[src/rtl/cpu_pkg.sv]
// Shared processor definitions: datapath widths and register index type.
// Used by the register file and by the instruction decoder.
package cpu_pkg;

    localparam int DATA_W     = 32;
    localparam int REG_ADDR_W = 5;

    typedef logic [REG_ADDR_W-1:0] reg_idx_t;

    localparam reg_idx_t REG_ZERO = 5'd0;

endpackage

[src/rtl/register_32.sv]
// One general-purpose register.
// Loads d on a rising clk when en is high; cleared asynchronously by rst_n.
module register_32 #(
    parameter int WIDTH = 32
) (
    input  logic             clk,
    input  logic             rst_n,
    input  logic             en,
    input  logic [WIDTH-1:0] d,
    output logic [WIDTH-1:0] q
);

    always_ff @(posedge clk or negedge rst_n) begin
        if (!rst_n) begin
            q <= '0;
        end else if (en) begin
            q <= d;
        end
    end

endmodule

[src/rtl/reg_file.sv]
// Two-read, one-write register file.
// Register 0 reads as zero; optional same-cycle write-through on reads.
module reg_file
    import cpu_pkg::*;
#(
    parameter int WIDTH  = DATA_W,
    parameter int ADDR_W = REG_ADDR_W,
    parameter bit BYPASS = 1'b1
) (
    input  logic              clk,
    input  logic              rst_n,
    input  logic              RegWrite,
    input  logic [ADDR_W-1:0] WriteReg,
    input  logic [WIDTH-1:0]  WriteData,
    input  logic [ADDR_W-1:0] ReadReg1,
    input  logic [ADDR_W-1:0] ReadReg2,
    output logic [WIDTH-1:0]  ReadData1,
    output logic [WIDTH-1:0]  ReadData2
);

    localparam int NREGS = 2 ** ADDR_W;

    logic [WIDTH-1:0] regs [NREGS];

    assign regs[0] = '0;

    for (genvar i = 1; i < NREGS; i++) begin : g_reg
        logic we;

        assign we = RegWrite && (WriteReg == ADDR_W'(i));

        register_32 #(
            .WIDTH (WIDTH)
        ) u_reg (
            .clk   (clk),
            .rst_n (rst_n),
            .en    (we),
            .d     (WriteData),
            .q     (regs[i])
        );
    end

    logic [WIDTH-1:0] stored1;
    logic [WIDTH-1:0] stored2;
    logic             hit1;
    logic             hit2;

    assign stored1 = regs[ReadReg1];
    assign stored2 = regs[ReadReg2];

    // Bypass compare runs beside the storage mux; rst_n gate keeps reads at 0 in reset
    assign hit1 = BYPASS && rst_n && RegWrite && (WriteReg == ReadReg1);
    assign hit2 = BYPASS && rst_n && RegWrite && (WriteReg == ReadReg2);

    always_comb begin
        ReadData1 = stored1;
        if (ReadReg1 == '0) begin
            ReadData1 = '0;
        end else if (hit1) begin
            ReadData1 = WriteData;
        end
    end

    always_comb begin
        ReadData2 = stored2;
        if (ReadReg2 == '0) begin
            ReadData2 = '0;
        end else if (hit2) begin
            ReadData2 = WriteData;
        end
    end

endmodule

[config.mk]
export PLATFORM = sky130hd
export DESIGN_NAME = reg_file
export DESIGN_NICKNAME = d
export VERILOG_FILES = /design/src/rtl/cpu_pkg.sv /design/src/rtl/register_32.sv /design/src/rtl/reg_file.sv
export SDC_FILE = /design/constraint.sdc
export NUM_CORES = 2
export LEC_CHECK = 0
export CAP_MARGIN = 15
export CORE_MARGIN = 3
export CORE_UTILIZATION = 60
export DETAILED_ROUTE_END_ITERATION = 7
export PLACE_DENSITY = 0.86
export SLEW_MARGIN = 20
export SYNTH_ARGS = -nofsm -noshare
export SYNTH_HDL_FRONTEND = slang
export SYNTH_SLANG_ARGS = --single-unit
export TNS_END_PERCENT = 30
[constraint.sdc]
create_clock -name clk -period 2.7 [get_ports clk]
set_input_delay 0.27 -clock clk [delete_from_list [all_inputs] [get_ports clk]]
set_output_delay 0.27 -clock clk [all_outputs]
set_load 0.01 [all_outputs]
==> results.json <==
{
  "outcome": "complete, but fails checks",
  "violations": "negative setup slack",
  "synth_warnings": 0,
  "first_global_vias": 41400,
  "drt_iter0_drc": 4861,
  "fin_hold_ws_ns": 0.0864,
  "synthArstFlopShare": 1.00,
  "gp_congestion": 0.900,
  "cap_violations": 0,
  "period_needed_ns": 2.78,
  "p_leak_nw": 27.9,
  "hold_viol": 0,
  "arrival_ns": 2.51,
  "placementRows": 109,
  "crit_fanout": 3,
  "p_per_area_nw_per_um2": 715,
  "rsz0062_at_grt": "true",
  "syn_to_final_growth_pct": 18.7,
  "vias": 39100,
  "end_kind": "output port",
  "synth_cells": 3725,
  "required_ns": 2.43,
  "hpwlAfterDp_mm": 110,
  "htreeDepth": 3,
  "drc": 0,
  "clock_latency_ns": 0.68,
  "cts_root_buffer": "clkbuf_16",
  "ys_ff_latch": 992,
  "setup_tns_ns": -0.312,
  "synth_edf_count": 0,
  "hold_class": "input pin to asynchronous set/reset pin",
  "ys_types": 52,
  "setup-violations-final": 9,
  "drv_slew": 0,
  "finalCritPeriodShare": 1.03,
  "wirelength_mm": 182,
  "layout-drive-gt1-share": 0.515,
  "io_buffers": 113,
  "grtUsageTotal": 0.385,
  "final.setup.worst_slack_ns": -0.0848,
  "fmax_mhz": 359,
  "grt-ovfl-total": 0,
  "cts_tree": "done",
  "cts_buffers": 104,
  "top_regs": "g.u_reg.q x992",
  "die_w_um": 306,
  "ant_nets": 0,
  "fin_nets": 4049,
  "syn_nets": 3775,
  "grt_pass1_wl_mm": 267,
  "pre_cts_ws_ns": -0.461,
  "antenna_found_initial": 4,
  "die_h_um": 306,
  "timing.slew.headroom": 0.354,
  "avgSynthCellArea_um2": 14.5,
  "regMostFlops": "g.u_reg.q",
  "vias_per_cell": 7.45,
  "regToRegSetupSlack_ns": 1.75,
  "synth.cell_area_um2": 54000,
  "synth-main-ff-cell": "dfrtp_1",
  "vdd_ir_drop_max_v": 0.000592,
  "cts_max_path_buffers": 3,
  "ys_seq_area_frac": 0.460,
  "core_region_area_um2": 88800,
  "finClkSkew_ns": 0,
  "cts.sinks": 992,
  "crit_type": "flop to output port",
  "fill_cells": 4939,
  "ioPinCount": 114,
  "fin_util": 0.721,
  "tightest_slew_ns": 0.968,
  "largest_register_ffs": 992,
  "path_clk_slew_ns": 0.06,
  "wl_per_cell_um": 34.7,
  "dieArea_um2": 93600,
  "startpoint_type": "flop",
  "start_util": 0.608,
  "grt_max_degree": 167,
  "first_pass_iters": 5
}
-- cell usage after synthesis, types with 39 or more instances --
master / count / area [um2]
dfrtp_1: 992 / 24800
o21ai_1: 70 / 350
a22oi_1: 58 / 435
mux2_1: 255 / 2870
buf_1: 44 / 165
mux2_2: 816 / 9190
clkbuf_1: 172 / 646
a22o_1: 41 / 359
buf_2: 147 / 736
mux2i_1: 142 / 1420
o21ai_0: 41 / 205
nand3_1: 39 / 195
mux4_2: 430 / 9680
nand2_1: 138 / 518
-- timing repair --
| action | 4_1_cts | 5_1_grt |
|---|---|---|
| hold endpoints to repair | 39 | 0 |
| buffers inserted | 18 | 8 |
| setup endpoints to repair | 64 | 56 |
| gates resized for setup | 274 | 107 |
| pin swaps | 30 | 26 |
| hold buffers | 1 | 0 |
-- cell type report --
class                      instances  area (um2)  area share
timing repair buffer             571        6040      0.0943
clock buffer                     152        3000      0.0469
sequential                       992       24800       0.388
clock inverter                    39         553     0.00864
multi-input combinational       2329       28200       0.440
inverter                           1        3.75   0.0000586
antenna                            1        2.50   0.0000391
tap                             1165        1460      0.0228
-- critical path: stages (launching register included) --
cell and delay (ns):
dfrtp_1 0.40, mux4_2 0.52, mux2i_4 0.20, nand2_1 0.11, a211oi_2 0.25, nor3_1 0.12
clkdlybuf4s15_1 0.24
-- where the power goes --
group,switching [mW],total [mW],internal [mW]
combinational,4.50,10.6,6.08
clock,6.30,15.0,8.70
sequential,2.41,20.2,17.8
-- final timing paths --
path                                            start                    end  cells after the start
worst max register to register  g_reg[17].u_reg.q[29]  g_reg[17].u_reg.q[29]                      2
worst min-delay path                            rst_n   g_reg[16].u_reg.q[0]                      3
worst max-delay path            g_reg[23].u_reg.q[30]          ReadData2[30]                      6
min in group clk                        WriteData[29]   g_reg[8].u_reg.q[29]                      2
worst min register to register  g_reg[11].u_reg.q[26]  g_reg[11].u_reg.q[26]                      1
max in group asynchronous                       rst_n  g_reg[16].u_reg.q[24]                      5
-- routing by layer --
layer / vias to the layer above / track usage / wire length [um]
li1: 14900 / - / -
met1: 20000 / 0.472 / 60000
met2: 3141 / 0.577 / 81900
met3: 973 / 0.138 / 24900
met4: 8 / 0.262 / 15200
met5: - / 0.0121 / 201
-- cell usage in the layout (no fill, tap or decap), drive strengths merged, types with 5 or more instances in the layout --
master / count
nand3: 39
a211oi: 32
o22ai: 31
mux2i: 142
o221ai: 9
o21ai: 111
mux4: 430
dlygate4sd2: 11
nand2: 138
dfrtp: 992
or3: 6
clkbuf: 169
xnor2: 6
nor2b: 38
xor2: 5
nor2: 25
a21oi: 38
a221oi: 33
inv: 5
bufinv: 10
mux2: 1071
clkdlybuf4s15: 13
buf: 495
clkdlybuf4s50: 34
a22oi: 58
nor3: 39
a22o: 41
clkinv: 23
-- per-stage QoR --
stage          power [mW]  instances  instance area (um2)
2_1_floorplan        26.3       3725                54000
3_3_place_gp         29.2       5032                59700
3_5_place_dp         29.9       5032                59700
4_1_cts              45.2       5241                63800
5_1_grt              47.2       5249                64000
6_report             45.8       5250                64000
-- logic make-up after synthesis --
| logic type | share of synthesized area |
|---|---|
| and+or+nand+nor | 0.0274 |
| AOI/OAI and AO/OA | 0.0453 |
| buffers and inverters | 0.0360 |
| xor gates and xnor gates | 0.00179 |
| muxes | 0.429 |
| DFF | 0.460 |
Power figures use the tool's default switching activity.
